==> config.mk <==
export PLATFORM = sky130hd
export DESIGN_NAME = button_event
export DESIGN_NICKNAME = d
export VERILOG_FILES = /design/src/rtl/button_event.sv
export SDC_FILE = /design/constraint.sdc
export NUM_CORES = 1
export LEC_CHECK = 0
export BUFFER_PORTS_ARGS = -buffer_cell sky130_fd_sc_hd__buf_2
export CORE_MARGIN = 2
export CORE_UTILIZATION = 43
export DETAILED_ROUTE_END_ITERATION = 8
export PLACE_DENSITY_LB_ADDON = 0.15
export SYNTH_ARGS = -nofsm -noshare
export SYNTH_HDL_FRONTEND = slang
export SYNTH_SLANG_ARGS = --single-unit
==> constraint.sdc <==
create_clock -name clk -period 2.2 [get_ports clk]
set_clock_uncertainty 0.15 [all_clocks]
set_input_delay 0.44 -clock clk [delete_from_list [all_inputs] [get_ports clk]]
set_output_delay 0.44 -clock clk [all_outputs]
set_load 0.05 [all_outputs]
==> src/rtl/button_event.sv <==
`default_nettype none
// ============================================================================
// Module     : button_event
// Description: Turns a debounced button level into single-cycle event strobes
//              (press, release, click, long-press, auto-repeat), a HELD level
//              and a wrapping 8-bit press counter. All outputs are registered.
// Revision   : 1.0 - initial release
// ============================================================================
module button_event #(
  parameter int HOLD_CYCLES   = 1000,
  parameter int REPEAT_CYCLES = 250,
  parameter int REPEAT_EN     = 1,
  parameter int CNT_WIDTH     = 16
) (
  input  logic       clk,
  input  logic       nrst,
  input  logic       btn,
  output logic       press_o,
  output logic       release_o,
  output logic       click_o,
  output logic       long_o,
  output logic       repeat_o,
  output logic       held_o,
  output logic [7:0] press_cnt
);

  typedef enum logic [1:0] {
    IDLE    = 2'd0,
    PRESSED = 2'd1,
    HELD    = 2'd2
  } state_t;

  // Terminal counts: the counter restarts at 0 on every state entry, so the
  // threshold edge is the one where it already holds N-1.
  localparam logic [CNT_WIDTH-1:0] HOLD_LAST   = CNT_WIDTH'(HOLD_CYCLES - 1);
  localparam logic [CNT_WIDTH-1:0] REPEAT_LAST = CNT_WIDTH'(REPEAT_CYCLES - 1);
  localparam logic                 REPEAT_ON   = (REPEAT_EN != 0);

  state_t               state;
  logic                 btn_q;
  logic [CNT_WIDTH-1:0] count;
  logic                 rise;
  logic                 fall;

  // btn_q resets to 0 so a button already down at reset release reads as a press
  assign rise = btn & ~btn_q;
  assign fall = ~btn & btn_q;

  // One-cycle delayed copy of the button level for edge detection
  always_ff @(posedge clk or negedge nrst) begin
    if (!nrst) begin
      btn_q <= 1'b0;
    end else begin
      btn_q <= btn;
    end
  end

  // Event FSM; strobes default low each cycle, release always wins over a
  // threshold reached on the same edge
  always_ff @(posedge clk or negedge nrst) begin
    if (!nrst) begin
      state     <= IDLE;
      count     <= '0;
      press_o   <= 1'b0;
      release_o <= 1'b0;
      click_o   <= 1'b0;
      long_o    <= 1'b0;
      repeat_o  <= 1'b0;
      held_o    <= 1'b0;
      press_cnt <= 8'd0;
    end else begin
      press_o   <= 1'b0;
      release_o <= 1'b0;
      click_o   <= 1'b0;
      long_o    <= 1'b0;
      repeat_o  <= 1'b0;

      case (state)
        IDLE: begin
          if (rise) begin
            state     <= PRESSED;
            press_o   <= 1'b1;
            count     <= '0;
            press_cnt <= press_cnt + 8'd1;
          end
        end

        PRESSED: begin
          if (fall) begin
            state     <= IDLE;
            release_o <= 1'b1;
            click_o   <= 1'b1;
            count     <= '0;
          end else if (count == HOLD_LAST) begin
            state  <= HELD;
            long_o <= 1'b1;
            held_o <= 1'b1;
            count  <= '0;
          end else begin
            count <= count + CNT_WIDTH'(1);
          end
        end

        HELD: begin
          if (fall) begin
            state     <= IDLE;
            release_o <= 1'b1;
            held_o    <= 1'b0;
            count     <= '0;
          end else begin
            held_o <= 1'b1;
            if (count == REPEAT_LAST) begin
              count    <= '0;
              repeat_o <= REPEAT_ON;
            end else begin
              count <= count + CNT_WIDTH'(1);
            end
          end
        end

        default: begin
          state  <= IDLE;
          held_o <= 1'b0;
          count  <= '0;
        end
      endcase
    end
  end

endmodule
`default_nettype wire

==> impl_metrics.json, run 1 <==
{
  "status": "finished clean",
  "drive_above_1_share": 0.228,
  "path_cells": "inv_1, ha_1, nor4b_1, nand4_1, a22o_4, and3_1, a221o_1",
  "netlist_instances": 175,
  "slowest_stage": "dfrtp_1",
  "cts.clk_slew.worst_paths_ns": 0.07,
  "synth.avg_cell_area_um2": 10.2,
  "drt_first_pass_iters": 4,
  "final_cell_mix": "dfrtp_1, nand2_1, buf_2",
  "crit_arrival_ns": 2.12,
  "overflow": 0,
  "final_max_slew_viol_count": 0,
  "yosys.cell_types.count": 52,
  "n_antenna_cell": 0,
  "track_usage": 0.180,
  "post-route-period-util": 0.955,
  "port_buffers": 16,
  "endpoint_kind": "flip-flop",
  "insertion_delay_ns": 0.29,
  "ios": 17,
  "cts_root_buf": "clkbuf_8",
  "final_area_um2": 2040,
  "antenna_found_initial": 0,
  "cts_buffers": 5,
  "routed_wl_um": 3660,
  "final_common_cell": "dfrtp_1",
  "dieWidth_um": 68.3,
  "postRouteAntennaNets": 0,
  "synth_flop_cell": "dfrtp_1",
  "crit_required_ns": 2.22,
  "cts_hold_buf": 0,
  "die_h_um": 68.3,
  "crit_start": "count[1]",
  "powerDensity_nw_per_um2": 936,
  "cpPeakStageDelay_ns": 0.42,
  "p_int_mw": 1.12,
  "cp-endpoint": "count[6]",
  "critical_path.top_delay_family": "simple AND/OR/NAND/NOR gates",
  "critPathKind": "reg -> reg",
  "crit_path_start_kind": "flip-flop",
  "power.share.clock": 0.224,
  "fmaxAchievable_ghz": 0.476,
  "synth_edf_count": 0,
  "tightest_slew_ns": 0.736,
  "p_leak_nw": 0.999,
  "grt_max_degree": 34,
  "dpl-instance-area_um2": 1950,
  "cts.sinks": 33,
  "r2r_cells": 7,
  "crit_buf_inv": 1,
  "period_needed_ns": 2.10,
  "hpwl_um": 2640,
  "grt_first_pass_wirelength_um": 6130,
  "hold_viol": 0,
  "drv_cap": 0,
  "fp-row-count": 23,
  "clockBufferDepth": 2,
  "area_growth_syn_to_layout_pct": 14.8,
  "peakVddDrop_mv": 0.329,
  "crit_fanout": 9,
  "core-area_um2": 4000,
  "r2r_start": "count[1]",
  "drt_iter0_drc": 107,
  "yosys_warnings": 0,
  "die_area_um2": 4660,
  "slew_headroom": 0.509,
  "routedWlPerCell_um": 14.5,
  "p_seq_frac": 0.398,
  "rr_endpoint": "count[6]",
  "cts_max_level": 2,
  "syn-cell-area_um2": 1780,
  "viasPerCell": 5.60,
  "start_util": 0.444,
  "syn_nets": 184,
  "holdWs_ns": 0.0629,
  "r2r_setup_slack_ns": 0.1,
  "seq_area_frac_synth": 0.465,
  "fin_tns_setup_ns": 0,
  "grt_pass1_vias": 1348,
  "vias": 1411,
  "cts_tree": "built",
  "cp_num_cells": 7,
  "power.switching_mw": 0.784,
  "nets": 212,
  "synth-seq-cells": 33,
  "hp-class": "in -> async",
  "switching_share": 0.411,
  "route.detailed.drc": 0,
  "async_flop_share": 1.00,
  "gp_congestion": 0.910,
  "finalSetupViolations": 0,
  "combPwrFrac": 0.378
}
[Yosys cell counts (4+ instances only)]
cell | count | share of area
a21oi_1 | 8 | 0.023
a22o_1 | 4 | 0.020
and3_1 | 8 | 0.028
dfrtp_1 | 33 | 0.46
ha_1 | 6 | 0.042
inv_1 | 7 | 0.015
nand2_1 | 16 | 0.034
nand3_1 | 7 | 0.020
nor2_1 | 14 | 0.030
nor3_1 | 4 | 0.011
o21ai_0 | 8 | 0.023
xor2_1 | 4 | 0.020
[worst min path at each step]
stage               slack [ns]  cells past startpoint         start            to
CTS                       0.09                      1          nrst       click_o
global route              0.12                      1          nrst      count[7]
floorplan               -0.006                      0          nrst         btn_q
global placement          0.30                      1  press_cnt[7]  press_cnt[7]
finish                    0.06                      1          nrst      count[1]
detailed placement        0.31                      1  press_cnt[7]  press_cnt[7]
[power groups by stage]
stage | clock network (mW) | logic, mW | registers (mW)
after floorplan | 0 | 0.367 | 0.945
after global placement | 0 | 0.702 | 0.760
after detailed placement | 0 | 0.720 | 0.767
after CTS | 0.434 | 0.724 | 0.755
after global routing | 0.469 | 0.796 | 0.773
final | 0.428 | 0.722 | 0.759
[logic make-up (layout without fill, tap and decap cells)]
group / Yosys count / count (layout) / synth area share
flops: 33 / 33 / 0.465
fa+ha+maj: 6 / 6 / 0.0423
buf+inv: 12 / 39 / 0.0366
compound gates: 36 / 36 / 0.143
xor+xnor: 7 / 7 / 0.0345
mux: 3 / 3 / 0.0176
simple gates: 78 / 78 / 0.261
[timing repair]
item                       in CTS  in global routing
hold endpoints to repair        0                  0
buffers inserted                0                  1
gates resized for setup         0                  3
setup endpoints to repair       0                  6
[layout make-up]
cell class / count / area, um2
Sequential cell: 33 / 827
Timing Repair Buffer: 26 / 155
Tap cell: 50 / 62.6
Multi-Input combinational cell: 130 / 895
Fill cell: 376 / 1960
Clock inverter: 1 / 5.00
Inverter: 7 / 26.3
Clock buffer: 5 / 68.8
[registers in the layout, summed over array words and instances, names as in the netlist]
| signal | cells |
|---|---|
| btn_q | 1 |
| count | 16 |
| state | 2 |
| held_o | 1 |
| long_o | 1 |
| release_o | 1 |
| press_o | 1 |
| repeat_o | 1 |
| click_o | 1 |
| press_cnt | 8 |
[metrics by stage]
stage	setup slack (ns)	total power [mW]	util	instances
floorplan	0.223	1.31	-	175
global placement	0.125	1.46	0.487	245
detailed placement	0.0760	1.49	0.487	245
CTS	0.0495	1.91	0.505	251
global route	-0.00405	2.04	0.510	252
finish	0.0995	1.91	0.510	252
[per-layer routing]
layer | vias up | part of all wire | global-route usage
li1 | 695 | - | -
met1 | 685 | 0.48 | 0.235
met2 | 24 | 0.47 | 0.273
met3 | 7 | 0.031 | 0.0559
met4 | 0 | 0.021 | 0.0825
met5 | - | 0 | 0
(Power assumes the default switching activity.)
==> inputs of run 2 (changes only) <==
--- a/config.mk
+++ b/config.mk
@@ -9,7 +9,7 @@
 export CORE_MARGIN = 2
 export CORE_UTILIZATION = 43
 export DETAILED_ROUTE_END_ITERATION = 8
-export PLACE_DENSITY_LB_ADDON = 0.15
+export PLACE_DENSITY_LB_ADDON = 0.25
 export SYNTH_ARGS = -nofsm -noshare
 export SYNTH_HDL_FRONTEND = slang
 export SYNTH_SLANG_ARGS = --single-unit
==> constraint.sdc (replaced) <==
create_clock -name clk -period 2.2 [get_ports clk]
set_clock_uncertainty 0.15 [all_clocks]
set_input_delay 0.44 -clock clk [delete_from_list [all_inputs] [get_ports clk]]
set_output_delay 0.44 -clock clk [all_outputs]
set_load 0.1 [all_outputs]
==> run 2 against run 1 <==
  * Power rose by 10%
  * Maximum frequency decreased by 0.30%
  * Sequential share of layout area up 0.14 points
  * Sequential cell count unchanged
  * Global-route usage shrank 0.59 points
  * Count of clock-buffer cells in the layout is 1 higher
  * Sequential power about the same
==> impl_metrics.json, run 2 (same netlist as run 1, synthesis figures left out) <==
{
  "nets": 208,
  "routed_wl_um": 3620,
  "viasPerCell": 5.63,
  "track_usage": 0.174,
  "crit_buf_inv": 2,
  "power.share.clock": 0.207,
  "ios": 17,
  "cpPeakStageDelay_ns": 0.42,
  "hold_viol": 0,
  "cp_num_cells": 8,
  "antenna_found_initial": 0,
  "drt_iter0_drc": 82,
  "r2r_start": "count[1]",
  "hpwl_um": 2520,
  "tightest_slew_ns": 0.723,
  "peakVddDrop_mv": 0.475,
  "status": "finished clean",
  "cts_buffers": 5,
  "fmaxAchievable_ghz": 0.475,
  "cts.sinks": 33,
  "fillCellCount": 373,
  "die_area_um2": 4660,
  "combPwrFrac": 0.433,
  "finalPower_mw": 2.11,
  "rr_endpoint": "count[6]",
  "vias": 1408,
  "crit_path_start_kind": "flip-flop",
  "powerDensity_nw_per_um2": 1040,
  "p_int_mw": 1.12,
  "largest_reg_flops": 16,
  "postRouteAntennaNets": 0,
  "drive_above_1_share": 0.220,
  "fin_tns_setup_ns": 0,
  "cts_tree": "built",
  "drt_first_pass_iters": 4,
  "route.detailed.drc": 0,
  "cts.clk_slew.worst_paths_ns": 0.07,
  "slowest_stage": "dfrtp_1",
  "fp-row-count": 23,
  "crit_start": "count[1]",
  "overflow": 0,
  "grt_max_degree": 34,
  "die_h_um": 68.3,
  "critical_path.top_delay_family": "compound AO/OA/AOI/OAI gates",
  "endpoint_kind": "flip-flop",
  "clockBufferDepth": 2,
  "p_leak_nw": 0.987,
  "period_needed_ns": 2.11,
  "dieWidth_um": 68.3,
  "cp-endpoint": "count[6]",
  "switching_share": 0.467,
  "met2WireLength_um": 1730,
  "slew_headroom": 0.518,
  "cts_hold_buf": 0,
  "r2r_setup_slack_ns": 0.09,
  "hp-class": "in -> async",
  "power.switching_mw": 0.984,
  "core-area_um2": 4000,
  "final_max_slew_viol_count": 0,
  "routedWlPerCell_um": 14.5,
  "p_seq_frac": 0.360,
  "finalSetupViolations": 0,
  "path_cells": "inv_1, ha_1, nor4b_2, nand4_1, a22oi_2, buf_6, nor2_4, a221o_1",
  "final_cell_mix": "dfrtp_1, nand2_1, buf_2",
  "crit_fanout": 12,
  "final_common_cell": "dfrtp_1",
  "top_layer": "met4",
  "crit_required_ns": 2.22,
  "cts_max_level": 2,
  "insertion_delay_ns": 0.29,
  "crit_arrival_ns": 2.13,
  "biggestRegsByFlops": "count: 16 flops, press_cnt: 8 flops, state: 2 flops",
  "port_buffers": 16,
  "cts_root_buf": "clkbuf_8",
  "gp_congestion": 0.880,
  "n_antenna_cell": 0,
  "critPathKind": "reg -> reg",
  "post-route-period-util": 0.958,
  "dr_wl_met3_um": 161,
  "wl_met1_um": 1660,
  "area_growth_syn_to_layout_pct": 14.2,
  "final_core_util": 0.507,
  "regMostFlops": "count",
  "start_util": 0.444,
  "grt_first_pass_wirelength_um": 6040,
  "grt_pass1_vias": 1356,
  "r2r_cells": 8,
  "drv_cap": 0
}
[run 2: changes by cell type in the layout (fill, tap and decap cells not counted)]
cell | previous run | this run
nor4b_2 | 0 | 1
ha_1 | 6 | 5
clkinv_2 | 1 | 2
nor4b_1 | 1 | 0
dfrtp_1 | 32 | 33
ha_2 | 0 | 1
buf_6 | 0 | 1
clkbuf_1 | 0 | 1
buf_4 | 10 | 5
dfrtp_2 | 1 | 0
[run 2: routing by layer]
metal | vias to the layer above | global-route usage
met5 | - | 0
met4 | 0 | 0.0825
met3 | 7 | 0.0493
met2 | 32 | 0.284
met1 | 684 | 0.212
li1 | 685 | -
[run 2: repair_timing]
item / CTS / global route
setup buffers: 0 / 1
gates resized for setup: 0 / 5
endpoints found under the setup margin: 0 / 14
hold endpoints to repair: 0 / 0
[run 2: through the flow]
| stage | instance area (um2) | hold slack (ns) | cells | setup slack [ns] |
|---|---|---|---|---|
| finish | 2030 | 0.0569 | 250 | 0.0931 |
| CTS | 2000 | 0.0835 | 249 | 0.0523 |
| global placement | 1920 | 0.308 | 241 | 0.135 |
| detailed placement | 1920 | 0.310 | 241 | 0.0740 |
| global route | 2030 | 0.115 | 250 | -0.0729 |
| floorplan | 1780 | -0.00559 | 175 | 0.156 |
[run 2: worst min-delay path by stage]
stage | from | endpoint | slack, ns | cells past startpoint
finish | nrst | press_cnt[7] | 0.06 | 1
global route | nrst | press_cnt[1] | 0.11 | 1
CTS | nrst | count[3] | 0.08 | 1
detailed placement | press_cnt[7] | press_cnt[7] | 0.31 | 1
global placement | press_cnt[7] | press_cnt[7] | 0.31 | 1
floorplan | nrst | btn_q | -0.006 | 0
[run 2: area by class of cell]
class	instances	area, um2	area share
Inverter	7	26.3	0.0129
Tap cell	50	62.6	0.0308
Clock buffer	6	72.6	0.0358
Sequential cell	33	826	0.407
Clock inverter	2	10.0	0.00493
Timing Repair Buffer	22	129	0.0635
Multi-Input combinational cell	130	903	0.445
[run 2: power groups by stage]
stage          clock, mW  combinational, mW  sequential [mW]
2_1_floorplan          0              0.368             1.15
3_3_place_gp           0              0.882            0.764
3_5_place_dp           0              0.894            0.771
4_1_cts            0.457              0.896            0.761
5_1_grt            0.475              0.987            0.772
6_report           0.435              0.913            0.760
[run 2: worst reg2reg max path: stages (launching register included)]
cell     delay [ns]
dfrtp_1        0.42
inv_1          0.07
ha_1           0.15
nor4b_2        0.20
nand4_1        0.23
a22oi_2        0.22
buf_6          0.18
nor2_4         0.07
a221o_1        0.30
